`config.mk`:
```
export PLATFORM = sky130hd
export DESIGN_NAME = pipe_stage_reg
export DESIGN_NICKNAME = d
export VERILOG_FILES = /design/src/rtl/pipe_stage_reg.sv
export SDC_FILE = /design/constraint.sdc
export NUM_CORES = 1
export LEC_CHECK = 0
export CAP_MARGIN = 10
export CORE_ASPECT_RATIO = 0.8
export CORE_UTILIZATION = 40
export CTS_CLUSTER_SIZE = 40
export DETAILED_ROUTE_END_ITERATION = 10
export PLACE_DENSITY = 0.78
export SLEW_MARGIN = 20
export SYNTH_ARGS = -nofsm -noshare
export SYNTH_HDL_FRONTEND = slang
export SYNTH_SLANG_ARGS = --single-unit
```
`constraint.sdc`:
```
create_clock -name clk -period 3.3 [get_ports clk]
set_input_delay 0.495 -clock clk [delete_from_list [all_inputs] [get_ports clk]]
set_output_delay 0.495 -clock clk [all_outputs]
set_load 0.03 [all_outputs]
```
`src/rtl/pipe_stage_reg.sv`:
```
// pipe_stage_reg: valid/ready pipeline register between two processor stages.
//
// Carries a DATA_W payload plus a CTRL_W control bundle. A bubble (out_valid=0)
// always presents an all-zero control bundle so no downstream write can fire.
// out_data keeps its last loaded value while the stage is empty.
//
// Build option PIPE_SKID_BUF_EN:
//   undefined : single entry, in_ready = ~out_valid | out_ready (combinational)
//   defined   : head + skid entry, in_ready registered (no out_ready -> in_ready path)
//
// Ports:
//   clk, rst          rising-edge clock, asynchronous active-high reset
//   in_valid/in_ready upstream handshake, in_data/in_ctrl upstream entry
//   flush             squash held and incoming entries at the next edge
//   out_valid/out_ready downstream handshake, out_data/out_ctrl head entry
//   stall_cnt         saturating count of edges with out_valid & ~out_ready
//
// Skid-mode states:
//   state | meaning
//   EMPTY | no entry held
//   ONE   | head valid, skid empty
//   TWO   | head and skid valid, upstream blocked
module pipe_stage_reg #(
  parameter int DATA_W = 57,
  parameter int CTRL_W = 8,
  parameter int CNT_W  = 16
) (
  input  logic              clk,
  input  logic              rst,
  input  logic              in_valid,
  output logic              in_ready,
  input  logic [DATA_W-1:0] in_data,
  input  logic [CTRL_W-1:0] in_ctrl,
  input  logic              flush,
  output logic              out_valid,
  input  logic              out_ready,
  output logic [DATA_W-1:0] out_data,
  output logic [CTRL_W-1:0] out_ctrl,
  output logic [CNT_W-1:0]  stall_cnt
);

  logic              accept;
  logic              consume;
  logic [DATA_W-1:0] head_data_q;
  logic [CTRL_W-1:0] head_ctrl_q;

`ifdef PIPE_SKID_BUF_EN

  typedef enum logic [1:0] {EMPTY, ONE, TWO} state_t;

  state_t            state_q, state_d;
  logic              in_ready_q;
  logic [DATA_W-1:0] skid_data_q;
  logic [CTRL_W-1:0] skid_ctrl_q;
  logic              load_head_in, load_head_skid, load_skid;

  assign out_valid = (state_q != EMPTY);
  assign in_ready  = in_ready_q;
  assign accept    = in_valid & in_ready_q & ~flush;
  assign consume   = out_valid & out_ready;

  always_comb begin
    state_d        = state_q;
    load_head_in   = 1'b0;
    load_head_skid = 1'b0;
    load_skid      = 1'b0;
    if (flush) begin
      state_d = EMPTY;
    end else begin
      case (state_q)
        EMPTY: begin
          if (accept) begin
            state_d      = ONE;
            load_head_in = 1'b1;
          end
        end
        ONE: begin
          if (accept && consume) begin
            load_head_in = 1'b1;
          end else if (accept) begin
            state_d   = TWO;
            load_skid = 1'b1;
          end else if (consume) begin
            state_d = EMPTY;
          end
        end
        TWO: begin
          // in_ready is low here, so only a consume can move things
          if (consume) begin
            state_d        = ONE;
            load_head_skid = 1'b1;
          end
        end
        default: state_d = EMPTY;
      endcase
    end
  end

  always_ff @(posedge clk or posedge rst) begin
    if (rst) begin
      state_q    <= EMPTY;
      in_ready_q <= 1'b1;
    end else begin
      state_q    <= state_d;
      // registered ready decouples upstream timing from out_ready
      in_ready_q <= (state_d != TWO);
    end
  end

  always_ff @(posedge clk or posedge rst) begin
    if (rst) begin
      head_data_q <= '0;
      head_ctrl_q <= '0;
      skid_data_q <= '0;
      skid_ctrl_q <= '0;
    end else begin
      if (load_head_in) begin
        head_data_q <= in_data;
        head_ctrl_q <= in_ctrl;
      end else if (load_head_skid) begin
        head_data_q <= skid_data_q;
        head_ctrl_q <= skid_ctrl_q;
      end
      if (load_skid) begin
        skid_data_q <= in_data;
        skid_ctrl_q <= in_ctrl;
      end
    end
  end

`else

  logic valid_q;

  assign out_valid = valid_q;
  assign in_ready  = ~valid_q | out_ready;
  assign accept    = in_valid & in_ready & ~flush;
  assign consume   = valid_q & out_ready;

  always_ff @(posedge clk or posedge rst) begin
    if (rst) begin
      valid_q     <= 1'b0;
      head_data_q <= '0;
      head_ctrl_q <= '0;
    end else if (flush) begin
      valid_q <= 1'b0;
    end else if (accept) begin
      valid_q     <= 1'b1;
      head_data_q <= in_data;
      head_ctrl_q <= in_ctrl;
    end else if (consume) begin
      valid_q <= 1'b0;
    end
  end

`endif

  assign out_data = head_data_q;
  // stored ctrl survives a flush/consume, so gate it to force a clean bubble
  assign out_ctrl = out_valid ? head_ctrl_q : '0;

  always_ff @(posedge clk or posedge rst) begin
    if (rst) begin
      stall_cnt <= '0;
    end else if (out_valid && !out_ready && (stall_cnt != {CNT_W{1'b1}})) begin
      stall_cnt <= stall_cnt + CNT_W'(1);
    end
  end

endmodule

```
==> After elaboration in Yosys (flattened, before gate mapping) <==
Index checks and enable logic that the tools add are counted.
{ "classes": {"reduce_logical": 5, "bitwise": 6, "mux": 4, "n_eq_ne": 1, "addsub": 1} }
{ "op_table": {"columns": ["operator", "count"], "rows": [
  ["$add 16x1->16 const B", 1],
  ["$ne 16x16->1 const B", 1],
  ["$mux 8", 1],
  ["$and 1x1->1", 3],
  ["$mux 1", 3],
  ["$reduce_bool 3->1", 1],
  ["$logic_and 1x1->1", 2],
  ["$not 1->1", 2],
  ["$reduce_and 2->1", 1],
  ["$logic_not 1->1", 1],
  ["$or 1x1->1", 1]
]} }
{ "totals": {"out_inout_bits": 83, "elab_cells": 21, "regBits": 82} }

==> Longest topological paths before layout <==
Gate-level depths: netlist of the first run.
{ "logic_depth": {"depth_word": 6, "mapped_depth": 5, "ltp_nobuf": 5} }

==> Worst setup path before layout of the first run <==
No wires, ideal clock.
{ "synth_path": {"path_kind": "flip-flop to flip-flop", "start": "reg stall_cnt[4]", "end": "reg stall_cnt[15]", "slack_ns": 1.500, "synth_period_minus_slack_ns": 1.800, "arrival_ns": 1.673, "required_time_ns": 3.172, "path_stages_with_launch": 5, "setup_time_ns": 0.128, "path_buffers": 0, "path_cell_list": "dfrtp_1 nand4_4 or3_4 nor3_2 mux2_1"} }
{ "synth_between": {"elab_chain_len": 2, "word_cells_on_any_way": 3} }
{ "synth_lines": {"columns": ["item", "line_no", "rtl"], "rows": [
  ["start: declaration", "39", "output logic [CNT_W-1:0] stall_cnt"],
  ["start signal: assignment", "166", "stall_cnt <= stall_cnt + CNT_W'(1);"],
  ["branches (longest 2 deep; another with $add 16x1->16)", null, null]
]} }
Parallel ways; which one is timed is not known.
A chain may end at the register's enable or synchronous reset.

==> Worst setup path in the final report of the first run <==
{ "layout_path": {"start": "in out_ready", "end": "out in_ready"} }
{ "layout_between": {"elab_chain_len": 1} }
{ "layout_lines": {"columns": ["item", "line_no", "rtl"], "rows": [
  ["start: declaration", "36", "input logic out_ready,"],
  ["$or 1x1->1", "136", "assign in_ready = ~valid_q | out_ready;"],
  ["end: declaration", "31", "output logic in_ready,"]
]} }
Every way passes these cells.

==> results of run 1 <==
==> metal layers <==
| layer | part of all wire, % | track usage (%) | up-vias |
|---|---|---|---|
| met1 | 46 | 25.2 | 1171 |
| met5 | 0 | 0 | - |
| met2 | 48 | 30.3 | 92 |
| li1 | - | - | 1116 |
| met3 | 5.3 | 5.00 | 11 |
| met4 | 0.92 | 5.06 | 0 |
==> registers in the layout (all words and copies together) (netlist names) <==
name and count:
head_ctrl_q 8, stall_cnt 16, out_data 57, out_valid 1
==> power breakdown <==
| group | leakage [nW] | switching [W] | internal (W) |
|---|---|---|---|
| Sequential | 0.992 | 0.000112 | 0.00117 |
| Clock | 0.0859 | 0.000374 | 0.000302 |
| Combinational | 1.08 | 0.000503 | 0.000451 |
| Total | 2.16 | 0.000989 | 0.00192 |
==> kinds of logic (layout without fill, tap and decap cells) <==
group / count (synthesis) / after routing / share of synthesized area (%)
AND/OR/NAND/NOR: 48 / 48 / 10.2
AO/OA/AOI/OAI: 7 / 7 / 1.38
flip-flops: 82 / 82 / 61.0
multiplexers: 68 / 68 / 22.8
adder cells (fa/ha/maj): 1 / 1 / 0.372
buffers and inverters: 11 / 174 / 1.93
XOR/XNOR: 9 / 9 / 2.34
==> area by class of cell <==
class / instances / area [µm²]
repair buffers: 154 / 1560
clock inverters: 6 / 48.8
inverters: 4 / 16.3
clock buffers: 10 / 138
flip-flops and latches: 82 / 2050
fillers: 649 / 2850
well taps: 108 / 135
multi-input cells: 133 / 1250
==> worst max-delay path: stages <==
cell and delay (ps):
clkdlybuf4s50_1 450, and2b_2 280, inv_2 110, clkdlybuf4s50_1 690
==> cells in the mapped netlist (all sizes together) <==
cell | count | area share, %
dfrtp | 82 | 61
mux2 | 68 | 23
and2 | 9 | 1.7
nor2 | 8 | 0.97
buf | 7 | 1.5
nor3 | 6 | 1.2
xor2 | 6 | 1.6
nand2 | 5 | 0.56
nand4 | 5 | 2.0
inv | 4 | 0.45
nor4 | 4 | 1.2
nand3 | 3 | 0.45
xnor2 | 3 | 0.78
a21oi | 2 | 0.30
a31oi | 2 | 0.37
and4b | 2 | 0.60
nor3b | 2 | 0.60
or3 | 2 | 0.52
a41oi | 1 | 0.26
and2b | 1 | 0.26
ha | 1 | 0.37
o21ai | 1 | 0.15
o21ba | 1 | 0.30
or2 | 1 | 0.19
==> metrics by stage <==
stage	instance area (µm²)	hold slack, ps	utilization (%)	worst slack [ps]	std cells
floorplan	3360	449	-	697	226
global placement	5020	458	62.3	789	481
detailed placement	5020	468	62.3	770	481
CTS	5200	487	64.6	763	497
global route	5200	499	64.6	714	497
finish	5200	482	64.6	772	497
==> worst max-delay path by stage <==
| stage | to | slack (ps) |
|---|---|---|
| floorplan | head_ctrl_q[0]$_DFFE_PP0P_ | 700 |
| global placement | in_ready | 790 |
| detailed placement | in_ready | 770 |
| CTS | in_ready | 760 |
| global route | in_ready | 710 |
| finish | in_ready | 770 |
==> impl_metrics.py, run 1 <==
metrics = {
    "status": {
        "status": "finished, final reports clean",
    },
    "routing": {
        "route.detailed.drc": 0,
        "wl_per_cell_um": 15.3,
        "ant_nets": 0,
        "dr.first_iter.drc_count": 54,
        "finalWirelength_um": 7630,
        "route.vias.total": 2390,
        "viasPerCell": 4.81,
        "drt_first_pass_iters": 4,
    },
    "placed_design": {
        "dp_hpwl_um": 5660,
        "io_buffers": 152,
        "place_congestion": 0.746,
    },
    "global_route": {
        "grt_max_degree": 66,
        "overflow": 0,
        "grt_pass1_vias": 2483,
        "grt_pass1_wl_um": 12800,
        "grt_usage_pct": 18.8,
        "grt_antenna_before_repair": 0,
    },
    "finish": {
        "syn2layout_area_growth_pct": 54.7,
        "finalNetCount": 455,
        "drive_gt1_share_pct": 11.6,
        "final_common_cell": "clkdlybuf4s50_1",
        "final_cell_mix": "clkdlybuf4s50_1, dfrtp_1, mux2_1",
        "diodes": 0,
    },
    "setup_path": {
        "startpoint_type": "input pin",
        "r2r-start": "out_valid$_DFFE_PP0P_",
        "crit_required_ps": 2800,
        "worst-endpoint-arrival_ps": 2030,
        "path_class": "in -> out",
        "worstSetupEndpointType": "output port",
        "ff2ff_setup_slack_ps": 1390,
        "r2r_cells": 4,
        "startpoint": "out_ready",
        "cp_max_fo": 7,
        "timing.rr.end": "out_data[53]$_DFFE_PP0P_",
    },
    "timing": {
        "fin_setup_tns_ps": 0,
        "min_period_ps": 2530,
        "grt_setup_unrepaired": "false",
        "worst_pin_slew_ps": 714,
        "fin_crit_sh_pct": 76.6,
        "finalHoldViolCount": 0,
        "max_freq_mhz": 396,
        "slew_viol_final": 0,
        "maxSlewHeadroom_pct": 52.4,
        "fin_skew_ps": 5.90,
        "setup_viol": 0,
    },
    "worst_hold_path": {
        "hold_path.class": "reg -> reg",
        "worstHoldStart": "head_ctrl_q[5]$_DFFE_PP0P_",
        "whs_path_depth": 1,
        "min_to": "head_ctrl_q[5]$_DFFE_PP0P_",
    },
    "synthesis": {
        "yosys_warnings": 0,
        "seq_area_frac_synth_pct": 61.0,
        "ys_types": 34,
        "syn_inst": 226,
        "syn_area_um2": 3360,
        "synth_fp_nets": 297,
        "synth.avg_cell_area_um2": 14.9,
        "ys_ff_latch": 82,
    },
    "clock_network": {
        "h-tree-depth": 3,
        "numCtsBuffers": 9,
        "cts_resized": 0,
        "post_cts_buffers": 0,
        "root_buffer": "clkbuf_8",
        "tritoncts": "yes",
        "clk_latency_ps": 340,
        "clkTransAtPathRegs_ps": 80,
        "cts_max_path_buffers": 2,
        "hold_buffers": 0,
        "clkSinkCount": 82,
    },
    "pwr": {
        "p_per_area_nw_per_um2": 559,
        "power_w": 0.00291,
        "peakVddDrop_mv": 0.395,
        "p_leak_nw": 2.16,
    },
    "die": {
        "die_w_um": 105,
        "die_h_um": 84.0,
        "pin_count": 153,
        "rows": 29,
        "core_um2": 8060,
        "start_util_pct": 41.8,
        "die_area_um2": 8780,
    },
    "run": {
        "max-cap-violations": 0,
    },
}
No activity file was read; power rests on OpenSTA's default activity.
==> inputs of run 2 (changes only) <==
--- a/config.mk
+++ b/config.mk
@@ -7,10 +7,10 @@
 export LEC_CHECK = 0
 export CAP_MARGIN = 10
 export CORE_ASPECT_RATIO = 0.8
-export CORE_UTILIZATION = 40
+export CORE_UTILIZATION = 37
 export CTS_CLUSTER_SIZE = 40
 export DETAILED_ROUTE_END_ITERATION = 10
-export PLACE_DENSITY = 0.78
+export PLACE_DENSITY = 0.76
 export SLEW_MARGIN = 20
 export SYNTH_ARGS = -nofsm -noshare
 export SYNTH_HDL_FRONTEND = slang
==> constraint.sdc (replaced) <==
create_clock -name clk -period 2.1 [get_ports clk]
set_input_delay 0.315 -clock clk [delete_from_list [all_inputs] [get_ports clk]]
set_output_delay 0.315 -clock clk [all_outputs]
set_load 0.03 [all_outputs]
==> impl_metrics.py, run 2 (synthesized netlist as in run 1, its figures left out) <==
metrics = {
    "finish": {
        "largest_reg_flops": 57,
        "final_common_cell": "clkdlybuf4s50_1",
        "diodes": 0,
        "stdcell_count": 504,
        "finalNetCount": 458,
        "final_cell_mix": "clkdlybuf4s50_1, dfrtp_1, mux2_1",
        "drive_gt1_share_pct": 12.8,
        "fillers": 661,
        "syn2layout_area_growth_pct": 58.9,
    },
    "routing": {
        "route.detailed.drc": 0,
        "drt_first_pass_iters": 4,
        "ant_nets": 0,
        "finalWirelength_um": 7250,
        "dr.first_iter.drc_count": 68,
        "route.vias.total": 2358,
        "wl_per_cell_um": 14.4,
        "viasPerCell": 4.68,
    },
    "global_route": {
        "grt_max_degree": 56,
        "grt_usage_pct": 15.7,
        "grt_pass1_vias": 2336,
        "grt_pass1_wl_um": 11300,
        "grt_antenna_before_repair": 0,
        "overflow": 0,
    },
    "placed_design": {
        "dp_cells": 488,
        "io_buffers": 152,
        "place_congestion": 0.734,
        "dp_slack_ps": 42.1,
        "dp_hpwl_um": 5360,
    },
    "die": {
        "start_util_pct": 39.0,
        "pin_count": 153,
        "core_um2": 8630,
        "rows": 30,
        "die_area_um2": 9480,
        "die_h_um": 87.3,
        "die_w_um": 109,
    },
    "clock_network": {
        "clk_latency_ps": 320,
        "cts_max_path_buffers": 2,
        "hold_buffers": 0,
        "clkTransAtPathRegs_ps": 60,
        "post_cts_buffers": 0,
        "root_buffer": "clkbuf_16",
        "tritoncts": "yes",
        "cts_resized": 0,
        "numCtsBuffers": 9,
        "h-tree-depth": 3,
        "clkSinkCount": 82,
    },
    "timing": {
        "worst_pin_slew_ps": 392,
        "grt_setup_unrepaired": "false",
        "fin_setup_tns_ps": 0,
        "fin_skew_ps": 3.31,
        "hold_slack_ps": 430,
        "setup_viol": 0,
        "max_freq_mhz": 523,
        "setup_ws_ps": 187,
        "slew_viol_final": 0,
        "fin_crit_sh_pct": 91.1,
        "finalHoldViolCount": 0,
        "maxSlewHeadroom_pct": 73.6,
        "min_period_ps": 1910,
    },
    "pwr": {
        "swShare_pct": 31.5,
        "peakVddDrop_mv": 0.492,
        "p_int_w": 0.00342,
        "clkPwrFrac_pct": 29.4,
        "switchingPower_w": 0.00157,
        "p_per_area_nw_per_um2": 934,
        "power_w": 0.00499,
        "seq_power_share_pct": 40.5,
        "comb_power_share_pct": 30.1,
        "p_leak_nw": 2.25,
    },
    "setup_path": {
        "cpMaxStageDelayCell": "clkdlybuf4s50_1",
        "ff2ff_setup_slack_ps": 350,
        "crit_required_ps": 1780,
        "max_stage_delay_ps": 670,
        "cp_max_fo": 10,
        "worstSetupEndpointType": "output port",
        "startpoint_type": "flop",
        "path_class": "reg -> out",
        "crit_buf_inv": 1,
        "worst-endpoint-arrival_ps": 1600,
        "critPathTopFamily": "buffers and inverters",
        "path_cells": "and2_1 -> clkdlybuf4s50_1",
    },
    "run": {
        "max-cap-violations": 0,
    },
    "worst_hold_path": {
        "hold_path.class": "in -> async",
    },
    "status": {
        "status": "finished, final reports clean",
    },
}
[run 2: cell count changes in the layout (fill, tap and decap cells not counted), sizes merged]
cell and change:
buf +4, clkdlybuf4s50 -3, inv -3, clkinvlp +2
dlymetal6s2s +2, clkbuf +1
[run 2: power by group through the flow]
stage               Clock (W)  Sequential, W  Combinational, W
global placement            0        0.00204           0.00150
floorplan                   0        0.00249          0.000336
CTS                   0.00152        0.00202           0.00152
finish                0.00147        0.00202           0.00150
detailed placement          0        0.00205           0.00152
global route          0.00159        0.00206           0.00158
[run 2: final cells by class]
cell class              count  area, µm²  share of cell area (%)
inverters                   4       18.8                   0.351
well taps                 112        140                    2.62
flip-flops and latches     82       2050                    38.4
multi-input cells         133       1250                    23.4
clock buffers              11        253                    4.73
repair buffers            157       1590                    29.7
clock inverters             5       38.8                   0.726
[run 2: metal layers]
metal / global-route usage, % / vias up / part of all wire (%)
met4: 4.05 / 0 / 0.72
met3: 6.81 / 6 / 8.7
li1: - / 1125 / -
met2: 25.4 / 95 / 48
met1: 19.2 / 1132 / 43
met5: 0 / - / 0
[run 2: final timing paths]
path | start | endpoint | cells past startpoint
setup / recovery | out_valid$_DFFE_PP0P_ | out_ctrl[3] | 2
hold / removal | rst | stall_cnt[7]$_DFFE_PP0P_ | 3
setup reg to reg | out_valid$_DFFE_PP0P_ | out_data[52]$_DFFE_PP0P_ | 4
hold reg to reg | head_ctrl_q[3]$_DFFE_PP0P_ | head_ctrl_q[3]$_DFFE_PP0P_ | 1
max in group asynchronous | rst | out_data[30]$_DFFE_PP0P_ | 3
min in group clk | head_ctrl_q[3]$_DFFE_PP0P_ | head_ctrl_q[3]$_DFFE_PP0P_ | 1
[run 2: metrics by stage]
stage	utilization (%)	cell area [µm²]
2_1_floorplan	-	3370
6_report	61.9	5340
4_1_cts	61.8	5340
3_5_place_dp	58.4	5040
3_3_place_gp	58.4	5040
5_1_grt	61.9	5340
[run 2: tightest hold or removal path: stages]
cell and delay [ps]:
clkdlybuf4s50_1 450, clkinvlp_4 110, buf_12 270
==> inputs of run 3 (changes only) <==
--- a/config.mk
+++ b/config.mk
@@ -5,9 +5,10 @@
 export SDC_FILE = /design/constraint.sdc
 export NUM_CORES = 1
 export LEC_CHECK = 0
+export ABC_AREA = 1
 export CAP_MARGIN = 10
 export CORE_ASPECT_RATIO = 0.8
-export CORE_UTILIZATION = 37
+export CORE_UTILIZATION = 39
 export CTS_CLUSTER_SIZE = 40
 export DETAILED_ROUTE_END_ITERATION = 10
 export PLACE_DENSITY = 0.76
==> impl_metrics.py, run 3 <==
metrics = {
    "status": {
        "status": "finished, final reports clean",
    },
    "pwr": {
        "p_leak_nw": 2.74,
        "comb_power_share_pct": 30.3,
        "peakVddDrop_mv": 0.782,
        "clkPwrFrac_pct": 32.6,
        "swShare_pct": 29.1,
        "switchingPower_w": 0.00157,
        "seq_power_share_pct": 37.2,
        "p_per_area_nw_per_um2": 933,
        "p_int_w": 0.00382,
    },
    "synthesis": {
        "syn_area_um2": 3820,
        "synth.area.top_cells": "dfrtp_1, mux2_4, nand2_1",
        "synth_top_cell_by_area": "dfrtp_1",
        "synth-edff-count": 0,
        "seq_area_frac_synth_pct": 53.6,
        "synth.avg_cell_area_um2": 12.2,
        "syn_inst": 314,
        "synthFlopType": "dfrtp_1",
        "ys_types": 22,
        "synthTopCellsByCount": "dfrtp_1, nand2_1, mux2_4",
        "yosysTopAreaCellShare_pct": 53.6,
        "synth_fp_nets": 385,
        "synth_most_common_cell": "dfrtp_1",
        "async_flop_share_pct": 100,
        "yosys_warnings": 0,
        "ys_ff_latch": 82,
    },
    "die": {
        "rows": 31,
        "core_um2": 9270,
        "start_util_pct": 41.3,
        "die_area_um2": 10200,
        "die_w_um": 113,
        "pin_count": 153,
        "die_h_um": 90.6,
    },
    "placed_design": {
        "dp_cells": 582,
        "dp_hpwl_um": 6770,
        "io_buffers": 152,
        "place_congestion": 0.838,
    },
    "setup_path": {
        "timing.rr.end": "stall_cnt[3]$_DFFE_PP0P_",
        "cpMaxStageDelayCell": "clkdlybuf4s50_1",
        "worstSetupEndpointType": "output port",
        "ff2ff_setup_slack_ps": 280,
        "path_cells": "buf_4 -> nand2_1 -> inv_1 -> clkdlybuf4s50_1",
        "startpoint_type": "flop",
        "r2r-start": "stall_cnt[0]$_DFFE_PP0P_",
        "startpoint": "out_valid$_DFFE_PP0P_",
        "path_class": "reg -> out",
        "crit_required_ps": 1780,
        "crit_end": "out_ctrl[7]",
        "max_stage_delay_ps": 660,
        "r2r_cells": 8,
        "cp_max_fo": 10,
        "worst-endpoint-arrival_ps": 1650,
    },
    "finish": {
        "largest_reg_flops": 57,
        "final_common_cell": "clkdlybuf4s50_1",
        "drive_gt1_share_pct": 19.9,
        "diodes": 0,
        "fillers": 723,
        "multi_input_area_um2": 1510,
        "final_cell_mix": "clkdlybuf4s50_1, dfrtp_1, nand2_1",
        "finalNetCount": 549,
        "syn2layout_area_growth_pct": 51.1,
        "stdcell_count": 598,
        "seq_area_um2": 2050,
    },
    "timing": {
        "max_freq_mhz": 508,
        "worst_pin_slew_ps": 542,
        "fin_setup_tns_ps": 0,
        "min_period_ps": 1970,
        "finalHoldViolCount": 0,
        "maxSlewHeadroom_pct": 63.9,
        "slew_viol_final": 0,
        "grt_setup_unrepaired": "false",
        "setup_viol": 0,
        "fin_skew_ps": 6.37,
        "fin_crit_sh_pct": 93.7,
    },
    "routing": {
        "dr.first_iter.drc_count": 98,
        "ant_nets": 0,
        "finalWirelength_um": 9110,
        "wl_per_cell_um": 15.2,
        "drt_first_pass_iters": 4,
        "route.detailed.drc": 0,
        "viasPerCell": 4.78,
        "route.vias.total": 2858,
    },
    "clock_network": {
        "cts_max_path_buffers": 2,
        "root_buffer": "clkbuf_16",
        "hold_buffers": 0,
        "h-tree-depth": 3,
        "numCtsBuffers": 9,
        "tritoncts": "yes",
        "clkTransAtPathRegs_ps": 60,
        "cts_resized": 0,
        "clk_latency_ps": 330,
        "clkSinkCount": 82,
        "post_cts_buffers": 0,
    },
    "global_route": {
        "overflow": 0,
        "grt_max_degree": 44,
        "grt_pass1_wl_um": 14800,
        "grt_usage_pct": 18.7,
        "grt_pass1_vias": 2929,
        "grt_antenna_before_repair": 0,
    },
    "worst_hold_path": {
        "hold_path.class": "in -> async",
    },
    "run": {
        "max-cap-violations": 0,
    },
}
==> run 3: cell types whose count changed in the layout (fill, tap and decap cells not counted), moves of 4 or more <==
cell      previous run  this run
mux2_4               0        50
buf_4                4         8
and2_1               9         0
nand3b_1             0         4
nand2_1              5        73
mux2_1              53         0
nor2_1               7        23
xor2_1               6         1
o21ai_0              0         4
inv_1                2        27
nor3_1               4         0
nand3_1              3        12
==> run 3: logic make-up (layout without fill, tap and decap cells) <==
family                   after synthesis  count (layout)  synth area share (%)
AND/OR/NAND/NOR                      118             118                  13.4
flip-flops                            82              82                  53.6
multiplexers                          65              65                  24.0
buffers and inverters                 38             207                  6.90
AO/OA/AOI/OAI                          6               6                 0.785
XOR/XNOR                               4               4                 0.916
adder cells (fa/ha/maj)                1               1                 0.327
==> run 3: power by group through the flow <==
| stage | Combinational [W] | Clock (W) | Sequential (W) |
|---|---|---|---|
| final | 0.00163 | 0.00176 | 0.00201 |
| after global routing | 0.00172 | 0.00188 | 0.00204 |
| after CTS | 0.00165 | 0.00181 | 0.00201 |
| after detailed placement | 0.00165 | 0 | 0.00203 |
| after global placement | 0.00161 | 0 | 0.00202 |
| after floorplan | 0.000511 | 0 | 0.00245 |
==> run 3: worst max-delay path: cells and delay by family, from the launching register on <==
family | cells | cell delay (ps)
buffers and inverters | 3 | 920
flip-flops | 1 | 320
AND/OR/NAND/NOR | 1 | 80
==> run 3: how the worst min path moves through the flow <==
| stage | slack (ps) | cells after the start | to | startpoint |
|---|---|---|---|---|
| after floorplan | 380 | 1 | out_valid$_DFFE_PP0P_ | flush |
| final | 490 | 3 | out_data[27]$_DFFE_PP0P_ | rst |
| after detailed placement | 490 | 1 | head_ctrl_q[6]$_DFFE_PP0P_ | head_ctrl_q[6]$_DFFE_PP0P_ |
| after CTS | 500 | 3 | out_data[25]$_DFFE_PP0P_ | rst |
| after global routing | 520 | 1 | out_data[56]$_DFFE_PP0P_ | out_data[56]$_DFFE_PP0P_ |
| after global placement | 490 | 1 | out_data[47]$_DFFE_PP0P_ | out_data[47]$_DFFE_PP0P_ |
==> run 3: through the flow <==
step	cell area (µm²)	hold slack, ps	util, %	worst slack (ps)	power (W)
global placement	5450	488	58.7	212	0.00363
detailed placement	5450	493	58.7	147	0.00367
floorplan	3830	378	-	364	0.00296
global route	5780	524	62.4	49.2	0.00563
CTS	5780	502	62.4	114	0.00546
finish	5780	493	62.4	133	0.00540
==> run 3: area by class of cell <==
cell class                 count  share of cell area, %
sequential                    82                   35.5
timing repair buffer         161                   27.9
multi-input combinational    194                   26.1
clock buffer                  11                   4.03
tap                          115                   2.49
inverter                      30                   2.23
clock inverter                 5                   1.77
==> run 3: metal layers <==
metal	share of wire [%]	wire length [µm]	GRT usage [%]	up-vias
met1	44	4050	24.5	1401
li1	-	-	-	1337
met4	1.0	93	4.78	0
met2	47	4250	29.5	111
met5	0	0	0	-
met3	7.8	711	6.38	9
==> RTL edit (config.mk and constraints of run 3) <==
Register the output `stall_cnt` once more, cleared by the reset; this adds one clock of latency there. The other outputs are not delayed to match.
--- a/src/rtl/pipe_stage_reg.sv
+++ b/src/rtl/pipe_stage_reg.sv
@@ -40,2 +40,4 @@
 );
+
+  logic [CNT_W-1:0] stall_cnt_s0;
 
@@ -163,5 +165,13 @@
     if (rst) begin
+      stall_cnt_s0 <= '0;
+    end else if (out_valid && !out_ready && (stall_cnt_s0 != {CNT_W{1'b1}})) begin
+      stall_cnt_s0 <= stall_cnt_s0 + CNT_W'(1);
+    end
+  end
+
+  always_ff @(posedge clk or posedge rst) begin
+    if (rst) begin
       stall_cnt <= '0;
-    end else if (out_valid && !out_ready && (stall_cnt != {CNT_W{1'b1}})) begin
-      stall_cnt <= stall_cnt + CNT_W'(1);
+    end else begin
+      stall_cnt <= stall_cnt_s0;
     end
Behaviour: not the same (a bounded check fails within 4 cycles, from zero or initial values and one cycle with rst high).
==> RTL edit against run 3 <==
Cell count up 5.7%. Sequential cell count is 16 higher. Count of clock-buffer cells in the layout decreased by 2. Wire length increased by 2.7%. Power grew 6.8%. Design area up 7.6%. Worst setup slack got worse by 0.039 ns. Synthesized area is 9.2% higher. Critical endpoint unchanged. Largest cell class unchanged.
==> RTL edit: results <==
metrics = {
    "sta": {
        "finalClockSkew_ns": 0.00416,
        "maxSlewHeadroom_pct": 73.0,
    },
    "route": {
        "wl_met2_mm": 4.49,
        "met1_length_mm": 4.22,
        "post_drt_wl_per_cell_um": 14.8,
        "wl_met3_um": 528,
    },
    "placed_design": {
        "gp_congestion": 0.871,
        "dp.final_hpwl_mm": 6.89,
        "dp.cells": 616,
    },
    "pwr": {
        "leakage_nw": 2.94,
        "ir_drop_uv": 406,
    },
    "logic_synthesis": {
        "synth_area_leaders": "dfrtp_1 (59%), mux2_4 (18%), nand2_1 (7.2%), mux2_2 (4.0%), buf_6 (2.2%)",
        "synth_nets": 396,
        "ys_seq_area_share_pct": 58.7,
        "synth_cells": 325,
        "synth_cell_types": 21,
    },
    "clocking": {
        "cts_resized": 1,
    },
    "finish": {
        "finalNetCount": 558,
        "drive_gt1_share_pct": 20.5,
    },
    "setup_path": {
        "r2r_slack_ns": 0.42,
        "critPathArrivalTime_ns": 1.69,
        "r2r_end": "stall_cnt_s0[2]",
        "rr_startpoint": "stall_cnt_s0[0]",
    },
    "grt": {
        "grt_usage_pct": 17.8,
        "grt_first_pass_wirelength_mm": 15.1,
    },
    "floorplan": {
        "die-area_um2": 11100,
    },
    "run_status": {
        "status": "completed",
    },
}
[RTL edit: changes by cell type in the layout (fill, tap and decap cells not counted), sizes merged, moves of 2 or more]
| cell | before | now |
|---|---|---|
| nand4 | 2 | 6 |
| nor2 | 24 | 18 |
| dlymetal6s2s | 0 | 2 |
| nand3 | 12 | 10 |
| buf | 10 | 8 |
| nand2 | 76 | 85 |
| clkbuf | 11 | 9 |
| inv | 29 | 24 |
| o21ai | 4 | 1 |
| dfrtp | 82 | 98 |
[RTL edit: how the worst max path moves through the flow]
stage                                 to  slack, ns  cells after the start
after global placement          in_ready       0.15                      4
after detailed placement        in_ready       0.14                      4
after CTS                    out_ctrl[1]       0.03                      3
final                        out_ctrl[7]       0.09                      3
after global routing         out_ctrl[3]       0.01                      3
after floorplan           head_ctrl_q[7]       0.50                      6
[RTL edit: logic make-up (layout without fill, tap and decap cells)]
family                   count (synthesis)  in the layout  synth area share [%]
adder cells (fa/ha/maj)                  1              1                 0.300
AND/OR/NAND/NOR                        123            123                  13.5
flip-flops                              98             98                  58.7
buffers and inverters                   32            199                  4.34
multiplexers                            65             65                  22.0
AO/OA/AOI/OAI                            2              2                 0.239
XOR/XNOR                                 4              4                 0.839
[RTL edit: worst max-delay path: stages (launching register included)]
cell	delay, ns
dfrtp_2	0.53
nand2_1	0.09
inv_1	0.06
clkdlybuf4s50_1	0.66
[RTL edit: area by class of cell]
type,instances,area (um2)
Fill cell,852,4110
Sequential cell,98,2450
Timing Repair Buffer,160,1620
Multi-Input combinational cell,195,1550
Clock buffer,9,225
Tap cell,140,175
Clock inverter,7,101
Inverter,23,90.1
[RTL edit: per-stage QoR]
| stage | instance area [um2] | utilization [%] | power (W) | hold WS, ns |
|---|---|---|---|---|
| CTS | 6210 | 60.2 | 0.00584 | 0.236 |
| finish | 6220 | 60.2 | 0.00576 | 0.241 |
| global placement | 5880 | 57.0 | 0.00397 | 0.439 |
| detailed placement | 5880 | 57.0 | 0.00400 | 0.452 |
| global route | 6220 | 60.2 | 0.00602 | 0.241 |
| floorplan | 4180 | - | 0.00328 | 0.378 |
[RTL edit: power breakdown]
group          total [W]  internal [W]  switching, W
Combinational    0.00162      0.000821      0.000795
Clock            0.00180       0.00106      0.000746
Sequential       0.00234       0.00216      0.000183
Total            0.00576       0.00404       0.00172
[RTL edit: routing by layer]
layer  global-route usage (%)  vias to the layer above
met5                        0                        -
met3                     5.13                       10
met2                     28.7                       98
met4                     5.45                        0
met1                     23.4                     1453
li1                         -                     1382
